--- config.mk ---
export PLATFORM = sky130hd
export DESIGN_NAME = instr_fetch_unit
export DESIGN_NICKNAME = d
export VERILOG_FILES = /design/src/rtl/rv_pkg.sv /design/src/rtl/instr_fetch_unit.sv
export SDC_FILE = /design/constraint.sdc
export NUM_CORES = 1
export LEC_CHECK = 0
export ABC_AREA = 1
export CAP_MARGIN = 20
export CORE_UTILIZATION = 45
export CTS_BUF_LIST = sky130_fd_sc_hd__clkbuf_8 sky130_fd_sc_hd__clkbuf_16
export CTS_CLUSTER_DIAMETER = 200
export DETAILED_ROUTE_END_ITERATION = 6
export MAX_ROUTING_LAYER = met4
export PLACE_DENSITY = 0.77
export SLEW_MARGIN = 25
export SYNTH_ARGS = -nofsm -noshare
export SYNTH_HDL_FRONTEND = slang
export SYNTH_SLANG_ARGS = --single-unit
--- constraint.sdc ---
create_clock -name clk -period 4.95 [get_ports clk]
set_clock_uncertainty 0.05 [all_clocks]
set_input_delay 0.495 -clock clk [delete_from_list [all_inputs] [get_ports clk]]
set_output_delay 0.495 -clock clk [all_outputs]
set_load 0.03 [all_outputs]
--- src/rtl/rv_pkg.sv ---
// Shared RV32 front-end definitions.
// Opcode map and fetch FSM encoding.
package rv_pkg;

  localparam int          XLEN      = 32;
  localparam logic [31:0] NOP_INSTR = 32'h0000_0013;

  localparam logic [6:0] OP_R     = 7'b0110011;
  localparam logic [6:0] OP_I     = 7'b0010011;
  localparam logic [6:0] OP_LD    = 7'b0000011;
  localparam logic [6:0] OP_SD    = 7'b0100011;
  localparam logic [6:0] OP_BR    = 7'b1100011;
  localparam logic [6:0] OP_JAL   = 7'b1101111;
  localparam logic [6:0] OP_JALR  = 7'b1100111;
  localparam logic [6:0] OP_LUI   = 7'b0110111;
  localparam logic [6:0] OP_AUIPC = 7'b0010111;

  typedef enum logic [1:0] {
    S_IDLE,
    S_FETCH,
    S_WAIT,
    S_OUT
  } fetch_state_e;

endpackage

--- src/rtl/instr_fetch_unit.sv ---
// Instruction fetch stage: PC, imem req/gnt/rvalid handshake,
// valid/ready hand-off to decode, redirect with in-flight squash.
module instr_fetch_unit #(
  parameter int              XLEN      = rv_pkg::XLEN,
  parameter logic [XLEN-1:0] RESET_PC  = '0,
  parameter logic [XLEN-1:0] NOP_INSTR = XLEN'(rv_pkg::NOP_INSTR)
) (
  input  logic            clk,
  input  logic            rst_n,
  output logic            imem_req,
  output logic [XLEN-1:0] imem_addr,
  input  logic            imem_gnt,
  input  logic            imem_rvalid,
  input  logic [XLEN-1:0] imem_rdata,
  output logic            if_valid,
  input  logic            id_ready,
  output logic [XLEN-1:0] if_instr,
  output logic [XLEN-1:0] if_pc,
  output logic [6:0]      if_opcode,
  input  logic            redirect_valid,
  input  logic [XLEN-1:0] redirect_target,
  output logic            misalign_err,
  output logic [31:0]     fetch_count
);

  import rv_pkg::*;

  fetch_state_e    state, state_n;
  logic [XLEN-1:0] pc_q, pc_n;
  logic [XLEN-1:0] instr_q, instr_n;
  logic [XLEN-1:0] ipc_q, ipc_n;
  logic            valid_q, valid_n;
  logic            kill_q, kill_n;
  logic            mis_q, mis_n;
  logic [31:0]     cnt_q, cnt_n;
  logic [XLEN-1:0] tgt;

  assign tgt = {redirect_target[XLEN-1:2], 2'b00};

  always_ff @(posedge clk or negedge rst_n) begin
    if (!rst_n) begin
      state   <= S_IDLE;
      pc_q    <= RESET_PC;
      instr_q <= NOP_INSTR;
      ipc_q   <= '0;
      valid_q <= 1'b0;
      kill_q  <= 1'b0;
      mis_q   <= 1'b0;
      cnt_q   <= '0;
    end else begin
      state   <= state_n;
      pc_q    <= pc_n;
      instr_q <= instr_n;
      ipc_q   <= ipc_n;
      valid_q <= valid_n;
      kill_q  <= kill_n;
      mis_q   <= mis_n;
      cnt_q   <= cnt_n;
    end
  end

  always_comb begin
    state_n = state;
    pc_n    = pc_q;
    instr_n = instr_q;
    ipc_n   = ipc_q;
    valid_n = valid_q;
    kill_n  = kill_q;
    mis_n   = 1'b0;
    cnt_n   = cnt_q;
    unique case (state)
      S_IDLE: state_n = S_FETCH;
      S_FETCH: begin
        if (imem_gnt) begin
          state_n = S_WAIT;
          kill_n  = redirect_valid;
        end
      end
      S_WAIT: begin
        if (imem_rvalid) begin
          // response consumed either way; a coincident redirect drops it
          kill_n  = 1'b0;
          state_n = S_FETCH;
          if (!kill_q && !redirect_valid) begin
            instr_n = imem_rdata;
            ipc_n   = pc_q;
            valid_n = 1'b1;
            pc_n    = pc_q + XLEN'(4);
            state_n = S_OUT;
          end
        end else if (redirect_valid) begin
          kill_n = 1'b1;
        end
      end
      S_OUT: begin
        if (redirect_valid) begin
          valid_n = 1'b0;
          instr_n = NOP_INSTR;
          state_n = S_FETCH;
        end else if (id_ready) begin
          valid_n = 1'b0;
          instr_n = NOP_INSTR;
          cnt_n   = cnt_q + 32'd1;
          state_n = S_FETCH;
        end
      end
      default: state_n = S_IDLE;
    endcase
    if (redirect_valid) begin
      pc_n  = tgt;
      mis_n = |redirect_target[1:0];
    end
  end

  assign imem_req     = (state == S_FETCH);
  assign imem_addr    = pc_q;
  assign if_valid     = valid_q;
  assign if_instr     = instr_q;
  assign if_pc        = ipc_q;
  assign if_opcode    = instr_q[6:0];
  assign misalign_err = mis_q;
  assign fetch_count  = cnt_q;

  // read data outside WAIT means memory broke the protocol
  rvalid_only_in_wait: assert property (
    @(posedge clk) disable iff (!rst_n)
    imem_rvalid |-> state == S_WAIT
  );

endmodule

Word level (Yosys, flattened, before mapping)
Cells that the tools add are included.
{"block": "word_totals", "register_bits": 133, "in_bits": 70, "out_inout_bits": 138, "word_cells": 60}
{"block": "classes", "n_addsub": 2, "n_eq_ne": 8, "mux": 25, "n_bitwise": 1, "n_reduce_logical": 16}
{"operator": "$mux W32", "n": 8}
{"operator": "$pmux W32 S2", "n": 1}
{"operator": "$add A32 B1 Y32 const B", "n": 1}
{"operator": "$add A32 B3 Y32 const B", "n": 1}
{"operator": "$reduce_and A3 Y1", "n": 5}
{"operator": "$mux W2", "n": 5}
{"operator": "$reduce_bool A2 Y1", "n": 5}
{"operator": "$mux W1", "n": 8}
{"operator": "$pmux W2 S4", "n": 1}
{"operator": "$ne A3 B3 Y1 const B", "n": 2}
{"operator": "$eq A2 B2 Y1 const B", "n": 2}
{"operator": "$ne A2 B2 Y1 const B", "n": 2}
{"operator": "$pmux W1 S2", "n": 2}
{"operator": "$reduce_and A4 Y1", "n": 1}
{"operator": "$eq A2 B1 Y1 const B", "n": 1}
{"operator": "$logic_not A1 Y1", "n": 2}
{"operator": "$logic_not A2 Y1", "n": 1}
{"operator": "$ne A2 B1 Y1 const B", "n": 1}
{"operator": "$reduce_or A2 Y1", "n": 1}
{"operator": "$logic_and A1 B1 Y1", "n": 1}
{"operator": "$not A1 Y1", "n": 1}

Depth between registers and ports, before layout
{"block": "logic_depth", "word_depth": 6, "depth_mapped": 11, "mapped_depth_nobuf": 10}

Worst setup path after synthesis
No wires, ideal clock.
{"block": "synth_timing", "kind": "reg-to-reg", "start": "register pc_q[3], in the netlist imem_addr[3]", "end": "register pc_q[22], in the netlist imem_addr[22]", "arrival_ns": 1.634, "setup_slack_ns": 3.149, "path_stages_with_launch": 11, "n_path_buf": 0, "period_less_slack_ns": 1.801, "path_cell_list": "dfrtp_1 > ha_1 > inv_1 > nor2_2 > nand2_1 > nor2_4 > nand2_1 > nand2_1 > nand3_1 > nand2_1 > nand2_1"}
{"block": "synth_between", "elab_chain_cells": 5}
{"item": "start: declaration", "line": "instr_fetch_unit.sv:29", "rtl": "logic [XLEN-1:0] pc_q, pc_n;"}
{"item": "start signal: assignment", "line": "instr_fetch_unit.sv:52", "rtl": "pc_q <= pc_n;"}
{"item": "$add A32 B3 Y32", "line": "instr_fetch_unit.sv:88", "rtl": "pc_n = pc_q + XLEN'(4);"}
{"item": "$mux W32", "line": "instr_fetch_unit.sv:84", "rtl": "if (!kill_q && !redirect_valid) begin"}
{"item": "$mux W32", "line": "instr_fetch_unit.sv:80", "rtl": "if (imem_rvalid) begin"}
{"item": "$mux W32", "line": "instr_fetch_unit.sv:71", "rtl": "unique case (state)"}
{"item": "$mux W32", "line": "instr_fetch_unit.sv:109", "rtl": "if (redirect_valid) begin"}
Every way passes these cells. The select of a mux whose other input is x is not followed.
A chain may end at the register's enable or synchronous reset.

Worst setup path after layout
{"block": "layout_timing", "start": "input port redirect_valid", "end": "register instr_q[8], in the netlist if_instr[8]"}
{"block": "layout_between", "elab_chain_cells": 4}
{"item": "start: declaration", "line": "instr_fetch_unit.sv:20", "rtl": "input logic redirect_valid,"}
{"item": "$logic_not A1 Y1", "line": "instr_fetch_unit.sv:84"}
{"item": "$logic_and A1 B1 Y1", "line": "instr_fetch_unit.sv:84"}
{"item": "$ne A2 B2 Y1 (no line)"}
{"item": "$reduce_and A4 Y1 (no line)"}
{"item": "end signal: assignment", "line": "instr_fetch_unit.sv:53", "rtl": "instr_q <= instr_n;"}
{"item": "end: declaration", "line": "instr_fetch_unit.sv:30", "rtl": "logic [XLEN-1:0] instr_q, instr_n;"}
Several ways; a longest one is shown, not always the timed one.

==> results.toml <==
[logic_synthesis]
synthSimpleGateAreaFrac = 0.3587
synth_top_family_by_area = "simple AND/OR/NAND/NOR gates"
synth_enable_flop_cells = 0
syn_area_sq_um = 6798
async_reset_ff_frac = 1.000
synthAdderAreaFrac = 0.009203
synth_cells = 935
ys_types = 39
seq_area_frac_synth = 0.4754
synth-compound-area-share = 0.06332
syn_area_per_cell_sq_um = 7.270
synth_ff_type = "dfrtp_1"
synth-xor-area-share = 0.02448
synth_mux_area_frac = 0
ys_seq_elements = 129
yosysWarnings = 0

[global_routing]
antenna_found_initial = 0
grt_usage = 0.2700
grt_pass1_wl_microns = 32200
grt_start_max_net_pins = 78
grt_remaining_overflow = 0
grt_pass1_vias = 6339

[placement]
dp_hpwl_microns = 14520
gp_congestion = 0.9267
portBuffers = 203
dp_slack_ns = 1.473
dp_cells = 1293

[sta]
setup_slack_ns = 1.865
rsz0062_at_grt = "no"
min_period_ns = 3.085
setup_violations = 0
hold_viol_final = 0
slew_headroom = 0.4482
fmax_ghz = 0.3241
tns_ns = 0
maxSlewViolCount = 0
hold_slack_ns = 0.05602
tightest_slew_ns = 0.8264
timing.final.crit_share = 0.6233

[clock_tree]
post_cts_resized = 0
clkSinkCount = 129
cts-root-buf = "clkbuf_16"
htree_num_levels = 4
cts_tree = "yes"
ctsHoldBuffers = 0
cts_buffer_depth = 2
clock_latency_ns = 0.41
path_clk_slew_ns = 0.06
post_cts.repair.setup_buffers = 0
cts_buffers = 17

[setup_path]
critical_path_arrival_ns = 3.38
crit_type = "in -> reg"
start_kind = "input port"
worst_setup_path_end_kind = "flop"
cp.required_ns = 5.25
critPathMaxFanout = 48

[power]
p_leak_uw = 0.004465
seqPwrFrac = 0.319
p_clk_frac = 0.283
ir_drop_uv = 352.3
power_density_nw_per_um2 = 528.3
cellInternalPower_uw = 3107
switchingPower_uw = 1958
pwr-share-comb = 0.398
switching_share = 0.3865

[route]
drc = 31
final_antenna_net_count = 0
wl_per_cell_microns = 14.92
vias_per_cell = 5.093
totalWireLength_microns = 19770
drt_iter0_markers = 607
vias = 6748
drt-pass1-iter-count = 7

[hold_path]
hp-class = "in -> async"

[floorplanning]
dieWidth_microns = 124.9
ioPinCount = 208
start_util = 0.4642
die_area_sq_um = 15600
die_h_microns = 124.9
row_count = 44
core-area_sq_um = 14640

[finish]
final_layout_size_suffix_gt1_frac = 0.05434
num-fill-cells = 1280
diodes = 0
fin_util = 0.6546
layout.cells.non_filler = 1325
nets = 1203
syn_to_final_growth_pct = 41.03

[outcome]
status = "finished, violations left"
violations = "DRC"

[job]
maxCapViolCount = 0
-- cell type report --
type                    count  area, sq um  area share
clock buffers              21        480.5     0.05012
clock inverters            11        198.9     0.02075
inverters                  69        259.0     0.02702
multi-input cells         703         3115      0.3250
flip-flops and latches    129         3232      0.3371
well taps                 184        230.2     0.02401
repair buffers            208         2071      0.2160
-- cell families (layout without fill, tap and decap cells) --
group,count (synthesis),after routing
and+or+nand+nor,598,598
DFF,129,129
buffers and inverters,106,309
AOI/OAI and AO/OA,77,77
xor gates and xnor gates,19,19
adders and majority gates,5,5
other,1,4
-- cell usage after synthesis, types with 3 or more instances --
library cell	number	area, sq um
nand2_1	393	1475
dfrtp_1	126	3153
nor2_1	123	461.7
inv_1	63	236.5
nand3_1	44	220.2
o21ai_0	37	185.2
a21oi_1	17	85.08
buf_4	13	97.59
xor2_1	12	105.1
clkbuf_1	11	41.29
nand4_1	10	62.56
buf_2	8	40.04
nand3b_1	7	52.55
xnor2_1	7	61.31
inv_2	6	22.52
ha_1	5	62.56
nor2_2	5	31.28
o211ai_1	5	37.54
buf_1	4	15.01
nor2_4	4	45.04
nor3_1	4	20.02
o22ai_1	4	25.02
a22oi_1	3	22.52
a31oi_1	3	18.77
dfstp_2	3	78.83
-- power groups by stage --
| stage | sequential [uW] | combinational, uW | clock [uW] |
|---|---|---|---|
| after floorplan | 2150 | 624 | 0 |
| after global placement | 1620 | 1990 | 0 |
| after detailed placement | 1620 | 2020 | 0 |
| after CTS | 1620 | 2020 | 1450 |
| after global routing | 1660 | 2160 | 1490 |
| final | 1620 | 2020 | 1430 |
-- registers in the layout (all words and copies together) (netlist names) --
| register | count |
|---|---|
| state | 2 |
| kill_q | 1 |
| if_valid | 1 |
| fetch_count | 32 |
| misalign_err | 1 |
| imem_addr | 30 |
| if_instr | 32 |
| if_pc | 30 |
-- stage by stage --
| step | cell area, sq um | power, uW |
|---|---|---|
| 6_report | 9587 | 5065 |
| 5_1_grt | 9587 | 5312 |
| 2_1_floorplan | 6809 | 2772 |
| 4_1_cts | 9587 | 5088 |
| 3_5_place_dp | 8907 | 3642 |
| 3_3_place_gp | 8907 | 3611 |
-- path summary, 6_finish.rpt --
| kind | to | cells after the start | from | slack [ns] |
|---|---|---|---|---|
| min | if_pc[6] | 1 | rst_n | 0.06 |
| max in group asynchronous | fetch_count[1] | 2 | rst_n | 3.64 |
| min reg2reg | if_pc[3] | 2 | if_pc[3] | 0.42 |
| max reg2reg | if_pc[30] | 6 | state[0] | 2.31 |
| max | if_instr[8] | 11 | redirect_valid | 1.86 |
| min in group clk | if_pc[3] | 2 | if_pc[3] | 0.42 |
-- critical path, cell delays in order --
cell and delay [ns]:
clkdlybuf4s50_1 0.39, buf_4 0.23, inv_2 0.63, nand3_1 0.20, o21ai_1 0.12, nand2_1 0.06, buf_4 0.25, nor2_2 0.43
buf_4 0.34, nand2_1 0.09, nand2_1 0.08
-- layout by cell type, fill, tap and decap left out, drive strengths merged, types with 6 or more instances in the layout --
cell type	netlist	routed
xor2	12	12
nand3b	7	7
o21ai	39	39
nand2	394	394
nand4	11	11
buf	26	6
a21oi	17	17
inv	69	71
clkdlybuf4s50	0	202
dfrtp	126	126
clkbuf	11	21
xnor2	7	7
nor2	132	132
nand3	46	46
-- routing by layer --
metal	GRT usage	wire, microns	share of wire	vias to the layer above
li1	-	-	-	3317
met1	0.3582	8946	0.45	3133
met2	0.4101	9067	0.46	269
met3	0.05369	1406	0.071	29
met4	0.1011	352	0.018	0
met5	-	0	0	-
(Power assumes the default switching activity.)
